<file path="config.mk">
export PLATFORM = sky130hd
export DESIGN_NAME = conv_frame_writer_flat
export DESIGN_NICKNAME = d
export VERILOG_FILES = /design/src/rtl/conv_pkg.sv /design/src/rtl/conv_frame_writer_if.sv /design/src/rtl/conv_wr_fifo.sv /design/src/rtl/conv_frame_writer.sv /design/src/flat_wrapper.sv
export SDC_FILE = /design/constraint.sdc
export NUM_CORES = 1
export LEC_CHECK = 0
export BUFFER_PORTS_ARGS = -buffer_cell sky130_fd_sc_hd__buf_4
export CAP_MARGIN = 25
export CORE_AREA = 2 2 133 135
export DETAILED_ROUTE_END_ITERATION = 8
export DIE_AREA = 0 0 135 137
export PLACE_DENSITY_LB_ADDON = 0.08
export SYNTH_ARGS = -nofsm -noshare
export SYNTH_HDL_FRONTEND = slang
export SYNTH_SLANG_ARGS = --single-unit
</file>
<file path="constraint.sdc">
create_clock -name clk -period 4.74 [get_ports clk]
set_clock_uncertainty 0.1 [all_clocks]
set_input_delay 0.711 -clock clk [delete_from_list [all_inputs] [get_ports clk]]
set_output_delay 0.711 -clock clk [all_outputs]
set_load 0.02 [all_outputs]
</file>
<file path="src/rtl/conv_pkg.sv">
// Shared constants, frame-geometry helpers and FSM encoding for the convolution output writer.
package conv_pkg;

   typedef enum logic [1:0] {
      ST_IDLE = 2'd0,
      ST_RUN  = 2'd1,
      ST_DONE = 2'd2
   } wr_state_e;

   localparam int MIN_FIFO_DEPTH = 2;

   // 3x3 window with stride 1 loses one pixel on each border.
   function automatic int out_dim(input int img);
      return img - 2;
   endfunction

   function automatic int frame_pixels(input int img_w, input int img_h);
      return out_dim(img_w) * out_dim(img_h);
   endfunction

   // Bits needed to index v entries, never less than 1.
   function automatic int clog2_min1(input int v);
      int r;
      r = 0;
      for (int i = 0; i < 31; i++) begin
         if ((1 << i) < v) r = i + 1;
      end
      return (r < 1) ? 1 : r;
   endfunction

endpackage

</file>
<file path="src/rtl/conv_frame_writer_if.sv">
// Result-stream input and frame-buffer write port of the convolution output writer.
// Handshake: in_valid has no backpressure (one pixel per asserted cycle); a memory write
// completes in any cycle where mem_we and mem_ready are both 1, and mem_addr/mem_data
// stay stable while mem_we=1 and mem_ready=0.
interface conv_frame_writer_if #(
   parameter int DATA_WIDTH = 8,
   parameter int ADDR_WIDTH = 16
);
   logic [DATA_WIDTH-1:0] in_data;
   logic                  in_valid;
   logic [ADDR_WIDTH-1:0] mem_addr;
   logic [DATA_WIDTH-1:0] mem_data;
   logic                  mem_we;
   logic                  mem_ready;

   modport master (
      output in_data, in_valid, mem_ready,
      input  mem_addr, mem_data, mem_we
   );

   modport slave (
      input  in_data, in_valid, mem_ready,
      output mem_addr, mem_data, mem_we
   );
endinterface

</file>
<file path="src/rtl/conv_wr_fifo.sv">
// Synchronous write FIFO; a push into a full FIFO is accepted when a pop happens in the same cycle.
module conv_wr_fifo
   import conv_pkg::*;
#(
   parameter int WIDTH = 24,
   parameter int DEPTH = 4
) (
   input  logic             clk,
   input  logic             rst,
   input  logic             push,
   input  logic [WIDTH-1:0] din,
   input  logic             pop,
   output logic [WIDTH-1:0] dout,
   output logic             full,
   output logic             empty
);
   localparam int PW = clog2_min1(DEPTH);

   logic [WIDTH-1:0] mem_q [DEPTH];
   logic [PW:0]      wr_ptr_q, wr_ptr_d;
   logic [PW:0]      rd_ptr_q, rd_ptr_d;
   logic             do_push;
   logic             do_pop;

   // Extra pointer MSB distinguishes full from empty when the index bits match.
   assign empty   = (wr_ptr_q == rd_ptr_q);
   assign full    = (wr_ptr_q[PW] != rd_ptr_q[PW]) && (wr_ptr_q[PW-1:0] == rd_ptr_q[PW-1:0]);
   assign do_pop  = pop && !empty;
   assign do_push = push && (!full || do_pop);
   assign dout    = mem_q[rd_ptr_q[PW-1:0]];

   always_comb begin
      wr_ptr_d = wr_ptr_q;
      rd_ptr_d = rd_ptr_q;
      if (do_push) wr_ptr_d = wr_ptr_q + 1'b1;
      if (do_pop)  rd_ptr_d = rd_ptr_q + 1'b1;
   end

   always_ff @(posedge clk or negedge rst) begin
      if (!rst) begin
         wr_ptr_q <= '0;
         rd_ptr_q <= '0;
      end else begin
         wr_ptr_q <= wr_ptr_d;
         rd_ptr_q <= rd_ptr_d;
      end
   end

   always_ff @(posedge clk) begin
      if (do_push) mem_q[wr_ptr_q[PW-1:0]] <= din;
   end

endmodule

</file>
<file path="src/rtl/conv_frame_writer.sv">
// Writes the gapped convolution result stream row-major into the output frame buffer.
// Optional CONV_WR_RELU_EN: clamp negative (MSB set) pixels to zero before queuing.
module conv_frame_writer
   import conv_pkg::*;
#(
   parameter int          DATA_WIDTH = 8,
   parameter int          IMG_WIDTH  = 220,
   parameter int          IMG_HEIGHT = 220,
   parameter int          ADDR_WIDTH = 16,
   parameter int unsigned BASE_ADDR  = 0,
   parameter int          FIFO_DEPTH = 4
) (
   input  logic                clk,
   input  logic                rst,
   input  logic                start,
   conv_frame_writer_if.slave  bus,
   output logic                busy,
   output logic                frame_done,
   output logic                overflow,
   output wr_state_e           state_dbg
);
   localparam int OUT_W     = out_dim(IMG_WIDTH);
   localparam int OUT_H     = out_dim(IMG_HEIGHT);
   localparam int FRAME_PIX = frame_pixels(IMG_WIDTH, IMG_HEIGHT);
   localparam int CNT_W     = clog2_min1(FRAME_PIX + 1);
   localparam int COL_W     = clog2_min1(OUT_W);
   localparam int ROW_W     = clog2_min1(OUT_H + 1);
   localparam int FIFO_W    = ADDR_WIDTH + DATA_WIDTH;

   localparam logic [CNT_W-1:0]      FRAME_CNT = CNT_W'(FRAME_PIX);
   localparam logic [COL_W-1:0]      COL_LAST  = COL_W'(OUT_W - 1);
   localparam logic [ADDR_WIDTH-1:0] BASE      = ADDR_WIDTH'(BASE_ADDR);

   wr_state_e             state_q, state_d;
   logic [COL_W-1:0]      col_q, col_d;
   logic [ROW_W-1:0]      row_q, row_d;
   logic [ADDR_WIDTH-1:0] addr_q, addr_d;
   logic [CNT_W-1:0]      accept_cnt_q, accept_cnt_d;
   logic [CNT_W-1:0]      wr_cnt_q, wr_cnt_d;
   logic                  overflow_q, overflow_d;

   logic [DATA_WIDTH-1:0] pix_data;
   logic [FIFO_W-1:0]     fifo_dout;
   logic                  fifo_full;
   logic                  fifo_empty;
   logic                  fifo_push;
   logic                  fifo_pop;
   logic                  want_push;

`ifdef CONV_WR_RELU_EN
   assign pix_data = bus.in_data[DATA_WIDTH-1] ? '0 : bus.in_data;
`else
   assign pix_data = bus.in_data;
`endif

   // mem_we comes only from FIFO state, so there is no combinational path from in_valid.
   assign fifo_pop  = !fifo_empty && bus.mem_ready;
   assign want_push = (state_q == ST_RUN) && bus.in_valid && (accept_cnt_q != FRAME_CNT);
   assign fifo_push = want_push && (!fifo_full || fifo_pop);

   conv_wr_fifo #(
      .WIDTH (FIFO_W),
      .DEPTH (FIFO_DEPTH)
   ) u_fifo (
      .clk   (clk),
      .rst   (rst),
      .push  (fifo_push),
      .din   ({addr_q, pix_data}),
      .pop   (fifo_pop),
      .dout  (fifo_dout),
      .full  (fifo_full),
      .empty (fifo_empty)
   );

   assign bus.mem_we = !fifo_empty;
   assign {bus.mem_addr, bus.mem_data} = fifo_empty ? '0 : fifo_dout;
   assign overflow   = overflow_q;
   assign state_dbg  = state_q;

   always_ff @(posedge clk or negedge rst) begin
      if (!rst) state_q <= ST_IDLE;
      else      state_q <= state_d;
   end

   always_comb begin
      state_d = state_q;
      case (state_q)
         ST_IDLE: if (start) state_d = ST_RUN;
         ST_RUN:  if (wr_cnt_q == FRAME_CNT) state_d = ST_DONE;
         ST_DONE: state_d = ST_IDLE;
         default: state_d = ST_IDLE;
      endcase
   end

   always_comb begin
      busy       = (state_q == ST_RUN);
      frame_done = (state_q == ST_DONE);
   end

   always_comb begin
      col_d        = col_q;
      row_d        = row_q;
      addr_d       = addr_q;
      accept_cnt_d = accept_cnt_q;
      wr_cnt_d     = wr_cnt_q;
      overflow_d   = overflow_q;
      if (state_q == ST_IDLE && start) begin
         col_d        = '0;
         row_d        = '0;
         addr_d       = BASE;
         accept_cnt_d = '0;
         wr_cnt_d     = '0;
         overflow_d   = 1'b0;
      end else begin
         // addr_q tracks BASE + row*OUT_W + col incrementally; a dropped pixel leaves it alone.
         if (fifo_push) begin
            accept_cnt_d = accept_cnt_q + CNT_W'(1);
            addr_d       = addr_q + ADDR_WIDTH'(1);
            if (col_q == COL_LAST) begin
               col_d = '0;
               row_d = row_q + ROW_W'(1);
            end else begin
               col_d = col_q + COL_W'(1);
            end
         end
         if (want_push && !fifo_push) overflow_d = 1'b1;
         if (fifo_pop) wr_cnt_d = wr_cnt_q + CNT_W'(1);
      end
   end

   always_ff @(posedge clk or negedge rst) begin
      if (!rst) begin
         col_q        <= '0;
         row_q        <= '0;
         addr_q       <= BASE;
         accept_cnt_q <= '0;
         wr_cnt_q     <= '0;
         overflow_q   <= 1'b0;
      end else begin
         col_q        <= col_d;
         row_q        <= row_d;
         addr_q       <= addr_d;
         accept_cnt_q <= accept_cnt_d;
         wr_cnt_q     <= wr_cnt_d;
         overflow_q   <= overflow_d;
      end
   end

endmodule
</file>
<file path="src/flat_wrapper.sv">
// flat-port wrapper written by rule: the top's interface ports become plain ports
module conv_frame_writer_flat import conv_pkg::*;
#(
   parameter int          DATA_WIDTH = 8,
   parameter int          IMG_WIDTH  = 220,
   parameter int          IMG_HEIGHT = 220,
   parameter int          ADDR_WIDTH = 16,
   parameter int unsigned BASE_ADDR  = 0,
   parameter int          FIFO_DEPTH = 4
)
  (clk, rst, start, busy, frame_done, overflow, state_dbg, bus_in_data, bus_in_valid, bus_mem_ready, bus_mem_addr, bus_mem_data, bus_mem_we);
  conv_frame_writer_if #(.DATA_WIDTH(DATA_WIDTH), .ADDR_WIDTH(ADDR_WIDTH)) bus_i ();
  input  logic clk;
  input  logic rst;
  input  logic start;
  output logic busy;
  output logic frame_done;
  output logic overflow;
  output wr_state_e state_dbg;
  input wire logic [$bits(bus_i.in_data)-1:0] bus_in_data;
  input wire logic [$bits(bus_i.in_valid)-1:0] bus_in_valid;
  input wire logic [$bits(bus_i.mem_ready)-1:0] bus_mem_ready;
  output wire logic [$bits(bus_i.mem_addr)-1:0] bus_mem_addr;
  output wire logic [$bits(bus_i.mem_data)-1:0] bus_mem_data;
  output wire logic [$bits(bus_i.mem_we)-1:0] bus_mem_we;
  assign bus_i.in_data = bus_in_data;
  assign bus_i.in_valid = bus_in_valid;
  assign bus_i.mem_ready = bus_mem_ready;
  assign bus_mem_addr = bus_i.mem_addr;
  assign bus_mem_data = bus_i.mem_data;
  assign bus_mem_we = bus_i.mem_we;
  conv_frame_writer #(.DATA_WIDTH(DATA_WIDTH), .IMG_WIDTH(IMG_WIDTH), .IMG_HEIGHT(IMG_HEIGHT), .ADDR_WIDTH(ADDR_WIDTH), .BASE_ADDR(BASE_ADDR), .FIFO_DEPTH(FIFO_DEPTH)) u_core (.clk(clk), .rst(rst), .start(start), .bus(bus_i), .busy(busy), .frame_done(frame_done), .overflow(overflow), .state_dbg(state_dbg));
endmodule
</file>
# Yosys cells after proc, flatten, opt, wreduce, memory -nomap -nowiden
# Memories as Yosys holds them, arrays and structs flattened.
# Index checks and enable logic that the tools add are counted.
dict set report word_totals {
  mem_bits_ro 0
  latch_bits 0
  regBits 57
  output_inout_bits 30
  mem_bits_rw 96
  input_bits 13
  wordCells 55
  n_memories 1
}
dict set report op_classes {
  addsub 5
  n_lt_le_gt_ge 0
  n_mux 14
  reduce_logical 19
  n_bitwise 0
  shift 0
  multipliers 0
  n_div 0
  eq_ne 9
}
# name words width rd rd_ports_with_merged_regs wr line
set mem_list {}
lappend mem_list {u_core.u_fifo.mem_q 4 24 1 0 1 conv_wr_fifo.sv:19} ;# logic [WIDTH-1:0] mem_q [DEPTH];
# cell n
set ops {}
lappend ops {{16-bit two-way mux} 6}
lappend ops {{16-bit by 1-bit adder with 16-bit output, second input constant} 3}
lappend ops {{24-bit two-way mux} 1}
lappend ops {{16-bit equality test, second input constant} 1}
lappend ops {{16-bit != test, second input constant} 1}
lappend ops {{1-bit logical AND} 9}
lappend ops {{3-bit by 1-bit adder with 3-bit output, second input constant} 2}
lappend ops {{2-bit nonzero test} 3}
lappend ops {{1-bit two-way mux} 4}
lappend ops {{2-bit two-way mux} 2}
lappend ops {{2-bit case mux with 2 select lines} 1}
lappend ops {{3-bit equality test} 1}
lappend ops {{1-bit zero test} 3}
lappend ops {{2-bit by 1-bit equality test with 1-bit output, second input constant} 1}
lappend ops {{2-bit equality test} 1}
lappend ops {{2-bit equality test, second input constant} 1}
lappend ops {{2-bit zero test} 1}
lappend ops {{1-bit logical OR} 2}
lappend ops {{2-bit by 1-bit != test with 1-bit output, second input constant} 1}
lappend ops {{2-bit != test, second input constant} 1}
lappend ops {{2-bit AND reduction} 1}
lappend ops {{1-bit != test} 1}

# Longest topological paths before layout
dict set report depth {
  word_depth 9
  ltp_mapped 8
  mapped_depth_nobuf 7
}

# Modules after synthesis
# Synthesis repeated with hierarchy kept, for this count alone.
dict set report hier_totals {
  hier_cells 508
  hier_area_um2 7026.7
}
# module cells_each n_inst seq_area_each_um2 area_per_inst_um2
set modules_own_cells {}
lappend modules_own_cells {conv_wr_fifo 169 1 3032.9 3925.0}
lappend modules_own_cells {conv_frame_writer 339 1 1276.2 3101.7}

# Least setup slack after synthesis
# No wires, ideal clock.
dict set report synth_timing {
  path_kind {reg-to-reg}
  from {reg u_core.accept_cnt_q[0]}
  to {mem u_core.u_fifo.mem_q[0][0], enable pin}
  n_path_buf 1
  stages_incl_launch_ff 8
  synth_period_minus_slack_ns 2.759
  arrival_ns 2.276
  setup_time_ns 0.383
  required_time_ns 4.257
  setup_slack_ns 1.981
  path_cell_list {dfrtp_1 -> inv_1 -> ha_1 -> and3b_1 -> and4_1 -> nor2_1 -> clkbuf_1 -> and2_1}
}
dict set report synth_via {
  elab_chain_cells 6
}
# element line
set synth_lines {}
lappend synth_lines {{from (decl)} conv_frame_writer.sv:38} ;# logic [CNT_W-1:0] accept_cnt_q, accept_cnt_d;
lappend synth_lines {{from (signal assigned)} conv_frame_writer.sv:143} ;# accept_cnt_q <= accept_cnt_d;
lappend synth_lines {{16-bit != test} conv_frame_writer.sv:58} ;# assign want_push = (state_q == ST_RUN) && bus.in_valid && (accept_cnt_q != FRAME_CNT);
lappend synth_lines {{1-bit logical AND} conv_frame_writer.sv:58}
lappend synth_lines {{1-bit logical AND} conv_frame_writer.sv:59} ;# assign fifo_push = want_push && (!fifo_full || fifo_pop);
lappend synth_lines {{1-bit logical AND} conv_wr_fifo.sv:29} ;# assign do_push = push && (!full || do_pop);
lappend synth_lines {{1-bit two-way mux} conv_wr_fifo.sv:50} ;# if (do_push) mem_q[wr_ptr_q[PW-1:0]] <= din;
lappend synth_lines {{1-bit two-way mux (not written as such)} conv_wr_fifo.sv:50}
lappend synth_lines {{to (decl)} conv_wr_fifo.sv:19}
# No other way between the ends.

# Worst setup path in the final report
dict set report layout_timing {
  from {reg u_core.accept_cnt_q[0]}
  to {mem u_core.u_fifo.mem_q[1][18], enable pin}
}
# Same word-level chain as after synthesis.

==> out/results.tsv <==
stage	metric	value	unit
worst_setup_path	critical path data arrival time	3070	ps
timing	final hold viol count	0	
synthesis	Cells after Synth	474	
die	Top Ports	43	
final_layout	share of post-route cells with drive strength above 1	21.0	%
route	Post-Route WL	12.9	mm
synthesis	synth unique cells	38	
final_layout	most frequent cells in the layout	96 x edfxtp_1, 56 x dfrtp_1, 53 x buf_4	
global_routing	Overall Global Routing Usage	15.4	%
power	Internal	3.25	mW
global_routing	vias in the first global route	4076	
timing	fin crit share	65.0	%
worst_setup_path	FF-to-FF setup slack	1660	ps
global_routing	initial antenna violation count	0	
route	vias per cell	5.10	
route	routed len/inst	16.9	um
timing	Final Slew Violations	0	
placement	GPL Wtd Cong	0.785	
global_routing	GRT overflow	0	
die	die height	137	um
timing	Slew @ Worst Pin	946	ps
route	post-route ant nets	0	
synthesis	Syn. warnings	0	
clocking	clock latency on the worst-skew pair	420	ps
worst_setup_path	crit path capture type	flop	
power	sw frac	33.5	%
power	leak pwr	3.01	nW
die	# rows	48	
placement	dpl hpwl	8.23	mm
synthesis	Post-synth EDFFs	96	
synthesis	Synth Flop Type	edfxtp_1	
synthesis	asr flop ratio synth	37.3	%
clocking	Num Clock Sinks	153	
worst_setup_path	worst path required time	4740	ps
power	pwr dens	622	nW/um2
clocking	TritonCTS clock tree	built	
hold_path	Hold Path Class	input pin to async pin	
final_layout	Layout Utilization	46.0	%
die	Die ar.	18500	um2
final_layout	Layout Area Growth over Synthesis	17.7	%
route	1st-iter DRT viols	151	
placement	PortBufs	42	
clocking	Post-CTS Setup Bufs	0	
timing	minimum clock period after layout	3080	ps
power	switching power total	1.64	mW
timing	Fmax	325	MHz
synthesis	Synth Area per Inst	14.1	um2
job	# Max-Cap Violations	0	
power	worst vdd ir	0.584	mV
route	vias post-DR	3897	
final_layout	nets	549	
worst_setup_path	worst-path fanout max	21	
worst_setup_path	startpoint types	flop	
clocking	htree depth	4	
timing	RSZ-0062 raised after global routing	false	
synthesis	Synth Cell Area	6670	um2
die	DIE WIDTH	135	um
worst_setup_path	critical path class	flop to flop	
final_layout	# diodes	0	
clocking	Clock transition at path regs	60	ps
clocking	Num CTS Buffers	17	
synthesis	sequential share of the synthesized area	64.6	%
timing	Slew HR	36.9	%
final_layout	most common cell after layout, fill and taps aside	edfxtp_1	
die	Core Area	17100	um2
clocking	CTS max path bufs	2	
route	Pre-Repair DR Iteration Count	4	
run_status	status	finished clean	
clocking	Root Buffer	clkbuf_16	
power	clock power share	27.0	%
power	Seq pwr share	39.4	%
clocking	hold buffers post-CTS	0	
synthesis	Synthesized Nets	497	
power	combinational share of power	33.7	%
synthesis	FF+latch count, synth	153	
die	initial core utilization	39.1	%
route	DR DRC count	0	
final_layout	Fill cells	1544	
global_routing	largest net degree at the start of global routing	58	
global_routing	first-pass GRT wire length	21.5	mm
timing	Setup TNS Final	0	ps
clocking	Post-CTS Resized	0	
timing	Final setup viols	0	
## area by class of cell
| type | count | area, um2 | share of cell area (%) |
|---|---|---|---|
| inverters | 10 | 37.5 | 0.478 |
| repair buffers | 53 | 398 | 5.07 |
| well taps | 225 | 282 | 3.59 |
| flip-flops and latches | 153 | 4310 | 54.9 |
| clock inverters | 10 | 120 | 1.53 |
| multi-input cells | 291 | 2250 | 28.6 |
| clock buffers | 22 | 454 | 5.79 |
## per-layer routing
metal | vias to the layer above | track usage [%] | wire length, um
met2 | 56 | 25.0 | 6250
met1 | 1960 | 20.2 | 6160
met4 | 0 | 5.50 | 168
met5 | - | 0 | 0
li1 | 1867 | - | -
met3 | 14 | 4.04 | 375
## power by group through the flow
stage / logic, mW / clock network, mW / registers, mW
5_1_grt: 1.81 / 1.41 / 1.96
4_1_cts: 1.69 / 1.35 / 1.92
3_5_place_dp: 1.69 / 0 / 1.95
2_1_floorplan: 1.12 / 0 / 1.89
6_report: 1.64 / 1.32 / 1.92
3_3_place_gp: 1.68 / 0 / 1.94
## logic make-up (layout without fill, tap and decap cells)
logic type	count (synthesis)	after routing	share of synthesized area, %
compound gates	17	17	1.76
xor+xnor	38	38	5.22
fa+ha+maj	10	10	1.88
buf+inv	30	95	1.90
flops	153	153	64.6
mux	32	32	9.33
simple gates	194	194	15.3
## flip-flops by register name, indices dropped and copies added, names as in the netlist
signal and count:
u_core.u_fifo.wr_ptr_q 3, u_core.wr_cnt_q 16, u_core.accept_cnt_q 16, u_core.u_fifo.mem_q 96, u_core.u_fifo.rd_ptr_q 3, u_core.overflow 1
u_core.state_dbg 2, u_core.addr_q 16
## worst paths after layout
kind | start | to | cells after the start
worst max-delay path | u_core.accept_cnt_q[0]$_DFFE_PN0P_ | u_core.u_fifo.mem_q[1][18]$_DFFE_PP_ | 8
worst min-delay path | rst | u_core.addr_q[6]$_DFFE_PN0P_ | 1
worst max register to register | u_core.accept_cnt_q[0]$_DFFE_PN0P_ | u_core.u_fifo.mem_q[1][18]$_DFFE_PP_ | 8
worst min register to register | u_core.accept_cnt_q[15]$_DFFE_PN0P_ | u_core.accept_cnt_q[15]$_DFFE_PN0P_ | 1
max in group asynchronous | rst | u_core.u_fifo.rd_ptr_q[0]$_DFFE_PN0P_ | 1
min in group clk | u_core.accept_cnt_q[15]$_DFFE_PN0P_ | u_core.accept_cnt_q[15]$_DFFE_PN0P_ | 1
## synth_stat cells (3+ instances only)
master	number	area [um2]
ha_1	10	125
inv_1	10	37.5
nor3_1	15	75.1
and2_1	7	43.8
nand4_1	7	43.8
a31oi_1	4	25.0
nor4b_1	4	35.0
dfrtp_1	57	1430
and4_1	7	61.3
nor2_1	40	150
xnor2_1	34	298
mux4_2	24	541
nor2b_1	26	163
edfxtp_1	96	2880
o21ai_0	5	25.0
and3_1	4	25.0
mux2i_1	7	70.1
a21oi_1	3	15.0
nor4_1	17	106
buf_2	5	25.0
nand3_1	20	100
nand2_1	37	139
clkbuf_1	13	48.8
## worst max-delay path: stages, from the launching register on
cell     delay [ps]
dfrtp_1         430
inv_1            60
ha_1            190
and3b_1         170
and4_1          430
nor2_1          400
buf_4           260
and2_1          350
buf_4           360
## per-stage QoR
stage | worst slack, ps | area (um2) | hold slack (ps) | power [mW] | instances
after floorplan | 1980 | 6670 | 315 | 3.01 | 474
after global placement | 1710 | 7270 | 369 | 3.62 | 732
after detailed placement | 1650 | 7270 | 374 | 3.63 | 732
after CTS | 1640 | 7850 | 296 | 4.97 | 764
after global routing | 1400 | 7850 | 317 | 5.18 | 764
final | 1660 | 7850 | 258 | 4.88 | 764
Note: power is estimated with default switching activity, not from simulation.
